$ cat config.mk
export PLATFORM = sky130hd
export DESIGN_NAME = instr_fetch_queue_flat
export DESIGN_NICKNAME = d
export VERILOG_FILES = /design/src/rtl/instr_fetch_queue_pkg.sv /design/src/rtl/instr_fetch_queue_if.sv /design/src/rtl/instr_fetch_queue_fifo.sv /design/src/rtl/instr_fetch_queue.sv /design/src/flat_wrapper.sv
export SDC_FILE = /design/constraint.sdc
export NUM_CORES = 1
export LEC_CHECK = 0
export CAP_MARGIN = 25
export CORE_UTILIZATION = 25
export DETAILED_ROUTE_END_ITERATION = 6
export PLACE_DENSITY = 0.46
export SLEW_MARGIN = 20
export SYNTH_ARGS = -nofsm -noshare
export SYNTH_HDL_FRONTEND = slang
export SYNTH_HIERARCHICAL = 1
export SYNTH_SLANG_ARGS = --single-unit
$ cat constraint.sdc
create_clock -name clk -period 11.7 [get_ports clk]
set_input_delay 2.34 -clock clk [delete_from_list [all_inputs] [get_ports clk]]
set_output_delay 2.34 -clock clk [all_outputs]
set_load 0.02 [all_outputs]
$ cat src/rtl/instr_fetch_queue_pkg.sv
// Shared types and constants for the instruction fetch queue.
package instr_fetch_queue_pkg;

  typedef enum logic [0:0] {
    ST_FETCH   = 1'b0,
    ST_DISCARD = 1'b1
  } fetch_state_t;

  localparam logic [31:0] WORD_BYTES    = 32'd4;
  localparam logic [31:0] PC_ALIGN_MASK = 32'hFFFF_FFFC;

  typedef struct packed {
    logic [31:0] pc;
    logic [31:0] instr;
  } fetch_entry_t;

  function automatic logic [31:0] align_pc(input logic [31:0] pc);
    return pc & PC_ALIGN_MASK;
  endfunction

endpackage

$ cat src/rtl/instr_fetch_queue_if.sv
// Instruction-memory and decode-side handshakes of the fetch stage.
interface instr_fetch_queue_if;
  logic        imem_req;
  logic [31:0] imem_addr;
  logic        imem_ack;
  logic [31:0] imem_data;
  logic        instr_valid;
  logic        instr_ready;
  logic [31:0] instr_out;
  logic [31:0] instr_pc;
  logic [31:0] instr_pc_inc;

  modport master (
    output imem_req, imem_addr,
    input  imem_ack, imem_data,
    output instr_valid, instr_out, instr_pc, instr_pc_inc,
    input  instr_ready
  );

  modport slave (
    input  imem_req, imem_addr,
    output imem_ack, imem_data,
    input  instr_valid, instr_out, instr_pc, instr_pc_inc,
    output instr_ready
  );
endinterface

$ cat src/rtl/instr_fetch_queue_fifo.sv
// Synchronous FIFO of {pc, instr} with flush; flush beats push and pop.
module fetch_fifo
  import instr_fetch_queue_pkg::*;
#(
  parameter int unsigned DEPTH = 4
) (
  input  logic                     clk,
  input  logic                     rst,
  input  logic                     push,
  input  logic                     pop,
  input  logic                     flush,
  input  fetch_entry_t             wr_data,
  output fetch_entry_t             rd_data,
  output logic [$clog2(DEPTH):0]   count,
  output logic                     full,
  output logic                     empty
);
  localparam int unsigned PTR_W = $clog2(DEPTH);
  localparam int unsigned CNT_W = PTR_W + 1;

  fetch_entry_t     mem [DEPTH];
  logic [PTR_W-1:0] rd_ptr;
  logic [PTR_W-1:0] wr_ptr;
  logic             do_push;
  logic             do_pop;

  assign full    = (count == CNT_W'(DEPTH));
  assign empty   = (count == '0);
  assign do_push = push && !full;
  assign do_pop  = pop && !empty;
  assign rd_data = mem[rd_ptr];

  always_ff @(posedge clk or posedge rst) begin
    if (rst) begin
      rd_ptr <= '0;
      wr_ptr <= '0;
      count  <= '0;
    end else if (flush) begin
      rd_ptr <= '0;
      wr_ptr <= '0;
      count  <= '0;
    end else begin
      if (do_push) wr_ptr <= wr_ptr + PTR_W'(1);
      if (do_pop)  rd_ptr <= rd_ptr + PTR_W'(1);
      case ({do_push, do_pop})
        2'b10:   count <= count + CNT_W'(1);
        2'b01:   count <= count - CNT_W'(1);
        default: count <= count;
      endcase
    end
  end

  // Storage is cleared on reset so the head reads as zero while in reset.
  always_ff @(posedge clk or posedge rst) begin
    if (rst) begin
      for (int unsigned i = 0; i < DEPTH; i++) mem[i] <= '0;
    end else if (do_push && !flush) begin
      mem[wr_ptr] <= wr_data;
    end
  end

endmodule

$ cat src/rtl/instr_fetch_queue.sv
// Fetch stage: owns the fetch PC, issues imem reads, queues words for decode.
module instr_fetch_queue
  import instr_fetch_queue_pkg::*;
#(
  parameter int unsigned DEPTH    = 4,
  parameter logic [31:0] RESET_PC = 32'h0000_0000
) (
  input  logic                       clk,
  input  logic                       rst,
  input  logic                       redirect,
  input  logic [31:0]                redirect_pc,
  instr_fetch_queue_if.master        bus
);
  localparam int unsigned CNT_W = $clog2(DEPTH) + 1;

  fetch_state_t      state;
  fetch_state_t      state_next;
  logic [31:0]       fpc;
  logic [31:0]       fpc_next;
  logic [31:0]       pend_pc;
  logic [31:0]       pend_next;
  logic [31:0]       target;
  logic [CNT_W-1:0]  count;
  logic              full;
  logic              empty;
  logic              req;
  logic              ack;
  logic              push;
  logic              pop;
  logic              flush;
  fetch_entry_t      head;
  fetch_entry_t      wr_entry;

  assign target   = align_pc(redirect_pc);
  assign ack      = req && bus.imem_ack;
  assign pop      = !empty && bus.instr_ready;
  assign wr_entry = '{pc: fpc, instr: bus.imem_data};

  always_ff @(posedge clk or posedge rst) begin
    if (rst) state <= ST_FETCH;
    else     state <= state_next;
  end

  always_ff @(posedge clk or posedge rst) begin
    if (rst) begin
      fpc     <= RESET_PC;
      pend_pc <= '0;
    end else begin
      fpc     <= fpc_next;
      pend_pc <= pend_next;
    end
  end

  always_comb begin
    state_next = state;
    fpc_next   = fpc;
    pend_next  = pend_pc;
    push       = 1'b0;
    flush      = redirect;
    unique case (state)
      ST_FETCH: begin
        if (redirect) begin
          // A live request cannot be withdrawn, so its response is drained.
          if (req && !bus.imem_ack) begin
            pend_next  = target;
            state_next = ST_DISCARD;
          end else begin
            fpc_next = target;
          end
        end else if (ack) begin
          push     = !full;
          fpc_next = fpc + WORD_BYTES;
        end
      end
      ST_DISCARD: begin
        if (ack) begin
          fpc_next   = redirect ? target : pend_pc;
          state_next = ST_FETCH;
        end else if (redirect) begin
          pend_next = target;
        end
      end
      default: state_next = ST_FETCH;
    endcase
  end

  always_comb begin
    req = 1'b0;
    unique case (state)
      ST_FETCH:   req = (count < CNT_W'(DEPTH));
      ST_DISCARD: req = 1'b1;
      default:    req = 1'b0;
    endcase
    if (rst) req = 1'b0;
  end

  fetch_fifo #(
    .DEPTH(DEPTH)
  ) u_fifo (
    .clk     (clk),
    .rst     (rst),
    .push    (push),
    .pop     (pop),
    .flush   (flush),
    .wr_data (wr_entry),
    .rd_data (head),
    .count   (count),
    .full    (full),
    .empty   (empty)
  );

  assign bus.imem_req     = req;
  assign bus.imem_addr    = fpc;
  assign bus.instr_valid  = !empty;
  assign bus.instr_out    = head.instr;
  assign bus.instr_pc     = head.pc;
  assign bus.instr_pc_inc = head.pc + WORD_BYTES;

endmodule
$ cat src/flat_wrapper.sv
// flat-port wrapper written by rule: the top's interface ports become plain ports
module instr_fetch_queue_flat import instr_fetch_queue_pkg::*;
#(
  parameter int unsigned DEPTH    = 4,
  parameter logic [31:0] RESET_PC = 32'h0000_0000
)
  (clk, rst, redirect, redirect_pc, bus_imem_req, bus_imem_addr, bus_imem_ack, bus_imem_data, bus_instr_valid, bus_instr_out, bus_instr_pc, bus_instr_pc_inc, bus_instr_ready);
  instr_fetch_queue_if bus_i ();
  input  logic clk;
  input  logic rst;
  input  logic redirect;
  input  logic [31:0] redirect_pc;
  output wire logic [$bits(bus_i.imem_req)-1:0] bus_imem_req;
  output wire logic [$bits(bus_i.imem_addr)-1:0] bus_imem_addr;
  input wire logic [$bits(bus_i.imem_ack)-1:0] bus_imem_ack;
  input wire logic [$bits(bus_i.imem_data)-1:0] bus_imem_data;
  output wire logic [$bits(bus_i.instr_valid)-1:0] bus_instr_valid;
  output wire logic [$bits(bus_i.instr_out)-1:0] bus_instr_out;
  output wire logic [$bits(bus_i.instr_pc)-1:0] bus_instr_pc;
  output wire logic [$bits(bus_i.instr_pc_inc)-1:0] bus_instr_pc_inc;
  input wire logic [$bits(bus_i.instr_ready)-1:0] bus_instr_ready;
  assign bus_imem_req = bus_i.imem_req;
  assign bus_imem_addr = bus_i.imem_addr;
  assign bus_i.imem_ack = bus_imem_ack;
  assign bus_i.imem_data = bus_imem_data;
  assign bus_instr_valid = bus_i.instr_valid;
  assign bus_instr_out = bus_i.instr_out;
  assign bus_instr_pc = bus_i.instr_pc;
  assign bus_instr_pc_inc = bus_i.instr_pc_inc;
  assign bus_i.instr_ready = bus_instr_ready;
  instr_fetch_queue #(.DEPTH(DEPTH), .RESET_PC(RESET_PC)) u_core (.clk(clk), .rst(rst), .redirect(redirect), .redirect_pc(redirect_pc), .bus(bus_i));
endmodule
==> results.yml, run 1 <==
global_routing:
  antenna_found_initial: 3
  grt_usage_pct: 14.0
  grt_max_degree: 94
  grt.overflow.total: 0
  grt_pass1_vias: 10700
  grt_pass1_wl_mm: 68.3
synth:
  ys_ff_latch: 328
  yosysSeqAreaShare_pct: 51.5
  synthArstFlopShare_pct: 100
  yosysUniqueCellTypes: 65
  synth_area_leaders: "dfrtp_1, mux2_2, mux4_2, mux2_4, o21ai_0"
  synthCells: 1137
  syn_area_um2: 15900
  synth.top_cell.area_share_pct: 51.5
  synth_ff_type: "dfrtp_1"
  syn-num-nets: 1213
  yosys_warnings: 6
  synth_edf_count: 0
  yosys.area.top_type: "dfrtp_1"
  avgSynthCellArea_um2: 14.0
drt:
  dr.max_layer_used: "met4"
  post-route-drc-count: 0
  wl_per_cell_um: 20.5
  wl_met3_mm: 2.32
  via_per_inst: 4.69
  routedLengthMet1_mm: 20.1
  ant_nets: 0
  firstDrtPassIters: 6
  wirelength_mm: 45.1
  wl_met2_mm: 21.9
  drt_iter0_markers: 658
  dr_total_vias: 10300
timing:
  fin_crit_ps: 6980
  hold_slack_ps: 484
  tightest_slew_ps: 998
  max_slew_margin_pct: 33.2
  fmax_mhz: 143
  drv_slew: 0
  tns_ps: 0
  rsz0062_at_grt: "no"
  fin_crit_sh_pct: 59.7
  setup_violations: 0
  skew_ps: 24.4
  hold_viol_final: 0
clock_tree:
  cts_resized: 0
  htreeDepth: 2
  postCtsSetupRepairBufs: 0
  cts_root_buf: "clkbuf_16"
  clk-insertion-delay-late_ps: 560
  cts-buffers-inserted: 41
  cts_tree: "done"
  cts.sinks: 328
  postCtsHoldBufs: 0
  clockBufferDepth: 3
  clk_pin_slew_ps: 50
die:
  start_util_pct: 25.3
  rows: 92
  die_area_um2: 64800
  die_h_um: 255
  core_region_area_um2: 63100
  die_x_um: 255
  num_io_pins: 199
cells_and_area:
  drive_above_1_share_pct: 33.3
  final_core_util_pct: 31.8
  final_common_cell: "dfrtp_1"
  final_cells: 2196
  syn2layout_area_growth_pct: 26.0
  layout_common_cells: "dfrtp_1, mux2_2, clkdlybuf4s50_1, mux4_2, mux2_4"
  fillers: 6337
  nets: 1397
pwr:
  p_seq_share_pct: 38.2
  ir_drop_mv: 0.0752
  p_int_uw: 2600
  power_uw: 3730
  p_leak_uw: 0.00866
  switching_share_pct: 30.4
  pwr-share-comb_pct: 27.5
  power_density_nw_per_um2: 186
  power.switching_uw: 1130
  power_frac_clock_pct: 34.2
place:
  gp_congestion: 0.713
  io_buffers: 196
  hpwlAfterDp_mm: 28.0
  numPlacedInstances: 2123
setup_path:
  required_ps: 9360
  crit_arrival_ps: 4640
  worst-path-max-fanout: 66
  endpoint_kind: "output pin"
  cp-start-kind: "primary input"
  critPathKind: "primary input to output pin"
  rrSetupSlack_ps: 7650
hold_path:
  hold_class: "flip-flop to flip-flop"
job:
  drv_cap: 0
status:
  status: "complete, no violations"
through the flow:
| step | setup slack [ps] | area (um^2) |
|---|---|---|
| after detailed placement | 4590 | 18700 |
| after global routing | 4340 | 20100 |
| after CTS | 4480 | 20100 |
| after floorplan | 2120 | 15900 |
| after global placement | 4600 | 18700 |
| final | 4720 | 20100 |
cell usage after synthesis (all sizes together) (3+ instances only):
cell / number
dfrtp: 328
mux2: 286
mux4: 64
o21ai: 51
buf: 49
nor2: 37
nand3: 33
nand2: 32
clkbuf: 26
xnor2: 24
a21oi: 21
a31oi: 17
nand4: 17
inv: 16
and3: 13
nor3: 10
xor2: 9
a22o: 7
a22oi: 7
and2: 7
nor2b: 7
nor4: 7
ha: 6
nand2b: 6
a222oi: 5
and4: 5
a221oi: 4
o311ai: 4
nand3b: 3
o211ai: 3
or2: 3
or3: 3
sequential cells by signal, summed over array words and instances (netlist names):
signal                flops
u_core/pend_pc           32
u_core/u_fifo/mem       256
u_core/state              1
u_core/u_fifo/rd_ptr      2
u_core/bus.imem_addr     32
u_core/u_fifo/count       3
u_core/u_fifo/wr_ptr      2
logic make-up after synthesis:
kind of cell,share of synthesized area (%)
fa+ha+maj,0.597
compound gates,5.57
simple gates,6.48
flops,51.5
buf+inv,3.26
xor+xnor,1.81
mux,30.8
area by class of cell:
class / instances / area (um^2) / area share, %
clock inverter: 10 / 119 / 0.592
antenna: 1 / 2.50 / 0.0125
multi-input combinational: 718 / 7230 / 36.0
sequential: 328 / 8220 / 40.9
timing repair buffer: 216 / 2150 / 10.7
inverter: 16 / 67.6 / 0.336
tap: 846 / 1060 / 5.27
clock buffer: 61 / 1240 / 6.19
path summary, 6_finish.rpt:
check                                       start                endpoint  cells after the start
max in group asynchronous                     rst  u_core/u_fifo/mem[204]                      4
setup / recovery                              rst            bus_imem_req                      5
setup reg to reg           u_core/u_fifo/count[0]  u_core/u_fifo/mem[254]                      9
hold / removal             u_core/u_fifo/mem[253]  u_core/u_fifo/mem[253]                      1
hold reg to reg            u_core/u_fifo/mem[253]  u_core/u_fifo/mem[253]                      1
min in group asynchronous                     rst   u_core/u_fifo/mem[32]                      2
worst max-delay path: stages:
cell	delay, ps
clkdlybuf4s50_1	570
inv_2	90
buf_4	670
and2_1	250
clkdlybuf4s50_1	710
per-layer routing:
layer,up-vias,GRT usage (%)
li1,4625,-
met1,5387,18.4
met2,237,23.1
met3,53,3.34
met4,0,3.60
met5,-,0
power groups by stage:
stage / sequential [uW] / combinational [uW] / clock [uW]
after floorplan: 1420 / 589 / 0
after global placement: 1440 / 1040 / 0
after detailed placement: 1440 / 1040 / 0
after CTS: 1430 / 1040 / 1330
after global routing: 1450 / 1100 / 1370
final: 1420 / 1030 / 1280
No activity file was read; power rests on OpenSTA's default activity.
==> run 2, diff against run 1 <==
- clock period: 11.7 -> 6.6 ns (I/O delays scaled with it)
==> run 2 against run 1 <==
Final area is 0.24% lower. Power grew 76%. Worst hold slack worse by 1.5 ps. Highest routed layer is now met5. Final cell count grew 0.18%. Global-route usage hardly changed. Sequential share of layout area grew 0.097 points. First-iteration DRC count down 16%. Utilization fell by 0.075 points. Register-to-register slack got worse by 4800 ps. Largest power group unchanged. Flip-flop and latch count unchanged. Largest cell class unchanged. Clock power grew 71%.
==> results.yml, run 2 (synthesized netlist as in run 1, its figures left out) <==
job:
  drv_cap: 0
timing:
  hold_viol_final: 0
  tns_ps: 0
  setup_violations: 0
  fin_crit_sh_pct: 87.1
  rsz0062_at_grt: "no"
  tightest_slew_ps: 1060
  drv_slew: 0
  fmax_mhz: 174
  fin_crit_ps: 5750
  skew_ps: 18.5
  max_slew_margin_pct: 29.6
pwr:
  ir_drop_mv: 0.136
  p_leak_uw: 0.00863
  pwr-share-comb_pct: 28.0
  power_density_nw_per_um2: 327
  p_seq_share_pct: 38.6
  power_frac_clock_pct: 33.5
  switching_share_pct: 30.6
  power.switching_uw: 2010
  p_int_uw: 4540
setup_path:
  crit_arrival_ps: 4430
  worstPathCellList: "buf_4, mux4_2, and4_1, nand3_1, nor2_1, nand3_1, xnor2_1, clkdlybuf4s50_1"
  cp-start-kind: "flip-flop"
  critPathKind: "flip-flop to output pin"
  cp_common_cell: "nand3_1"
  crit_buf_inv: 2
  worst-path-max-fanout: 25
  cpPeakStageDelay_ps: 820
  required_ps: 5280
  endpoint_kind: "output pin"
  crit_family: "simple AND/OR/NAND/NOR gates"
  cpMaxStageDelayCell: "dfrtp_4"
clock_tree:
  cts.sinks: 328
  cts_resized: 0
  htreeDepth: 2
  clk_pin_slew_ps: 60
  postCtsHoldBufs: 0
  postCtsSetupRepairBufs: 0
  cts-buffers-inserted: 41
  cts_root_buf: "clkbuf_16"
  cts_tree: "done"
  clockBufferDepth: 3
  clk-insertion-delay-late_ps: 560
global_routing:
  antenna_found_initial: 4
  grt_pass1_vias: 10800
  grt.overflow.total: 0
  grt_usage_pct: 14.1
  grt_max_degree: 154
  grt_pass1_wl_mm: 68.6
die:
  rows: 92
  core_region_area_um2: 63100
  die_x_um: 255
  die_area_um2: 64800
  die_h_um: 255
  num_io_pins: 199
  start_util_pct: 25.3
place:
  io_buffers: 196
  numPlacedInstances: 2128
  gp_congestion: 0.709
  hpwlAfterDp_mm: 28.9
drt:
  drt_iter0_markers: 552
  wl_met2_mm: 22.0
  post-route-drc-count: 0
  wl_per_cell_um: 20.6
  ant_nets: 0
  wl_met3_mm: 2.45
  wirelength_mm: 45.3
  via_per_inst: 4.66
  dr_total_vias: 10300
  firstDrtPassIters: 5
  dr.max_layer_used: "met5"
  routedLengthMet1_mm: 19.9
status:
  status: "complete, no violations"
cells_and_area:
  layout_common_cells: "dfrtp_1, mux2_2, clkdlybuf4s50_1, mux4_2, mux2_4"
  drive_above_1_share_pct: 33.1
  final_common_cell: "dfrtp_1"
  fillers: 6360
  top_register: "u_core/u_fifo/mem"
  largest_register_ffs: 256
  nets: 1401
  syn2layout_area_growth_pct: 25.7
  final_cells: 2200
hold_path:
  hold_class: "flip-flop to flip-flop"
-- run 2: area by class of cell --
cell class / instances / area [um^2] / area share (%)
diodes: 1 / 2.50 / 0.0125
clock buffers: 63 / 1230 / 6.14
clock inverters: 8 / 71.3 / 0.356
inverters: 16 / 63.8 / 0.318
multi-input cells: 718 / 7230 / 36.1
flip-flops and latches: 328 / 8220 / 41.0
well taps: 846 / 1060 / 5.28
repair buffers: 220 / 2160 / 10.8
-- run 2: power groups by stage --
stage / clock network, uW / logic (uW) / registers, uW
floorplan: 0 / 1040 / 2510
global placement: 0 / 1840 / 2550
detailed placement: 0 / 1850 / 2560
CTS: 2280 / 1860 / 2530
global route: 2350 / 1950 / 2570
finish: 2190 / 1830 / 2520
-- run 2: layer usage --
layer | global-route usage [%] | up-vias
li1 | - | 4625
met1 | 18.2 | 5348
met2 | 23.2 | 219
met3 | 3.27 | 57
met4 | 4.10 | 2
met5 | 0 | -
-- run 2: final timing paths --
| kind | cells after the start | slack [ps] | end | startpoint |
|---|---|---|---|---|
| min | 1 | 480 | u_core/u_fifo/mem[253] | u_core/u_fifo/mem[253] |
| min reg2reg | 1 | 480 | u_core/u_fifo/mem[253] | u_core/u_fifo/mem[253] |
| min in group asynchronous | 3 | 1530 | u_core/state | rst |
| max | 8 | 850 | bus_instr_pc_inc[31] | u_core/u_fifo/rd_ptr[0] |
| max in group asynchronous | 4 | 3830 | u_core/u_fifo/mem[66] | rst |
| max reg2reg | 8 | 2890 | u_core/u_fifo/mem[229] | u_core/u_fifo/count[0] |
-- run 2: per-stage QoR --
stage	utilization (%)	setup WS [ps]	instance area, um^2	power, uW	hold slack (ps)
CTS	31.8	721	20000	6670	487
finish	31.8	851	20000	6550	482
global route	31.8	489	20000	6870	496
global placement	29.7	1380	18700	4390	463
detailed placement	29.7	1350	18700	4410	471
floorplan	-	1810	15900	3560	453
==> run 3, diff against run 2 <==
- CELL_PAD_IN_SITES_DETAIL_PLACEMENT: unset -> 1
- CELL_PAD_IN_SITES_GLOBAL_PLACEMENT: unset -> 2
- PLACE_DENSITY: 0.46 -> 0.59
==> run 3 against run 2 <==
Non-clock buffer count down 1. Largest cell class unchanged. Final area up 0.50%. Critical endpoint is now bus_instr_pc_inc[30]. Utilization up 0.16 points. Flip-flop and latch count unchanged. Highest routed layer is now met4. Fmax up 2.8%. Routed wire length up 3.8%.
==> results.yml, run 3 (synthesized netlist as in run 1, its figures left out) <==
setup_path:
  cpPeakStageDelay_ps: 870
  worstPathCellList: "buf_4, mux4_2, and4_1, nand3_1, nor2_1, nand4_1, xnor2_1, clkdlybuf4s50_1"
  cp-start-kind: "flip-flop"
  rrSetupSlack_ps: 2830
  critPathKind: "flip-flop to output pin"
  endpoint_kind: "output pin"
  crit_family: "simple AND/OR/NAND/NOR gates"
  cpMaxStageDelayCell: "dfrtp_4"
  crit_buf_inv: 2
  worst-path-max-fanout: 30
  required_ps: 5280
  crit_arrival_ps: 4270
cells_and_area:
  stdcell_area_um2: 20100
  fillers: 6681
  largest_register_ffs: 256
  multiInputGateArea_um2: 7240
  final_cells: 2204
  ff_latch_area_um2: 8220
  final_core_util_pct: 31.9
  final_common_cell: "dfrtp_1"
  drive_above_1_share_pct: 33.6
  nets: 1402
  layout_common_cells: "dfrtp_1, mux2_2, clkdlybuf4s50_1, mux4_2, mux2_4"
  top_register: "u_core/u_fifo/mem"
  syn2layout_area_growth_pct: 26.4
hold_path:
  hold_class: "flip-flop to flip-flop"
place:
  hpwlAfterDp_mm: 30.8
  io_buffers: 196
  gp_congestion: 0.696
  numPlacedInstances: 2127
  placed_area_um2: 18700
timing:
  fin_crit_ps: 5590
  fin_crit_sh_pct: 84.7
  setup_violations: 0
  hold_viol_final: 0
  max_slew_margin_pct: 31.8
  tightest_slew_ps: 1020
  tns_ps: 0
  rsz0062_at_grt: "no"
  skew_ps: 21.9
  drv_slew: 0
  fmax_mhz: 179
drt:
  via_per_inst: 4.73
  dr_total_vias: 10400
  wl_per_cell_um: 21.3
  post-route-drc-count: 0
  drt_iter0_markers: 419
  ant_nets: 0
  wirelength_mm: 47.0
  firstDrtPassIters: 5
die:
  rows: 92
  start_util_pct: 25.3
  die_x_um: 255
  core_region_area_um2: 63100
  die_area_um2: 64800
  num_io_pins: 199
  die_h_um: 255
global_routing:
  gr-usage-met3_pct: 2.74
  grt_usage_pct: 14.8
  met1_usage_pct: 20.3
  grt_pass1_wl_mm: 72.7
  grt_pass1_vias: 11400
  grt_max_degree: 159
  use_met2_pct: 24.1
  antenna_found_initial: 1
  grt.overflow.total: 0
  top_usage_layer: "met2"
pwr:
  power_density_nw_per_um2: 333
  p_leak_uw: 0.00868
  ir_drop_mv: 0.139
clock_tree:
  cts_resized: 0
  htreeDepth: 2
  clk-insertion-delay-late_ps: 580
  cts_tree: "done"
  clockBufferDepth: 3
  postCtsSetupRepairBufs: 0
  cts.sinks: 328
  clk_pin_slew_ps: 60
  postCtsHoldBufs: 0
  cts-buffers-inserted: 43
  cts_root_buf: "clkbuf_16"
job:
  drv_cap: 0
status:
  status: "complete, no violations"
run 3: cell types whose count changed in the layout (fill, tap and decap cells not counted), sizes merged:
| cell | change |
|---|---|
| clkbuf | -2 |
| buf | -1 |
| bufinv | +1 |
| clkinv | +5 |
| diode | +1 |
run 3: through the flow:
stage	hold WS, ps	worst slack [ps]	total power (uW)
floorplan	453	1810	3560
global placement	462	1510	4430
CTS	488	889	6840
detailed placement	475	1510	4470
finish	484	1010	6700
global route	509	715	7050
run 3: area by class of cell:
cell class | count | area share, %
Antenna cell | 2 | 0.0249
Clock buffer | 61 | 6.08
Clock inverter | 14 | 0.808
Inverter | 16 | 0.317
Multi-Input combinational cell | 718 | 35.9
Sequential cell | 328 | 40.8
Tap cell | 846 | 5.26
Timing Repair Buffer | 219 | 10.8
run 3: report_power, final:
| part | switching [uW] | leakage [uW] | total [uW] | internal (uW) |
|---|---|---|---|---|
| clock network | 918 | 0.000682 | 2290 | 1370 |
| registers | 286 | 0.00434 | 2550 | 2270 |
| logic | 899 | 0.00365 | 1860 | 957 |
run 3: per-layer routing:
| metal | share of wire [%] | wire length, um |
|---|---|---|
| met3 | 4.2 | 1980 |
| met2 | 48 | 22600 |
| met1 | 46 | 21600 |
| met5 | 0 | 0 |
| met4 | 1.8 | 869 |
run 3: worst paths after layout:
path	start	end	depth (start not counted)
worst max-delay path	u_core/u_fifo/rd_ptr[0]	bus_instr_pc_inc[30]	8
worst min register to register	u_core/u_fifo/mem[252]	u_core/u_fifo/mem[252]	1
worst min-delay path	u_core/u_fifo/mem[252]	u_core/u_fifo/mem[252]	1
worst max register to register	u_core/u_fifo/count[0]	u_core/u_fifo/mem[192]	8
min in group asynchronous	rst	u_core/u_fifo/count[2]	2
max in group asynchronous	rst	u_core/u_fifo/rd_ptr[0]	3
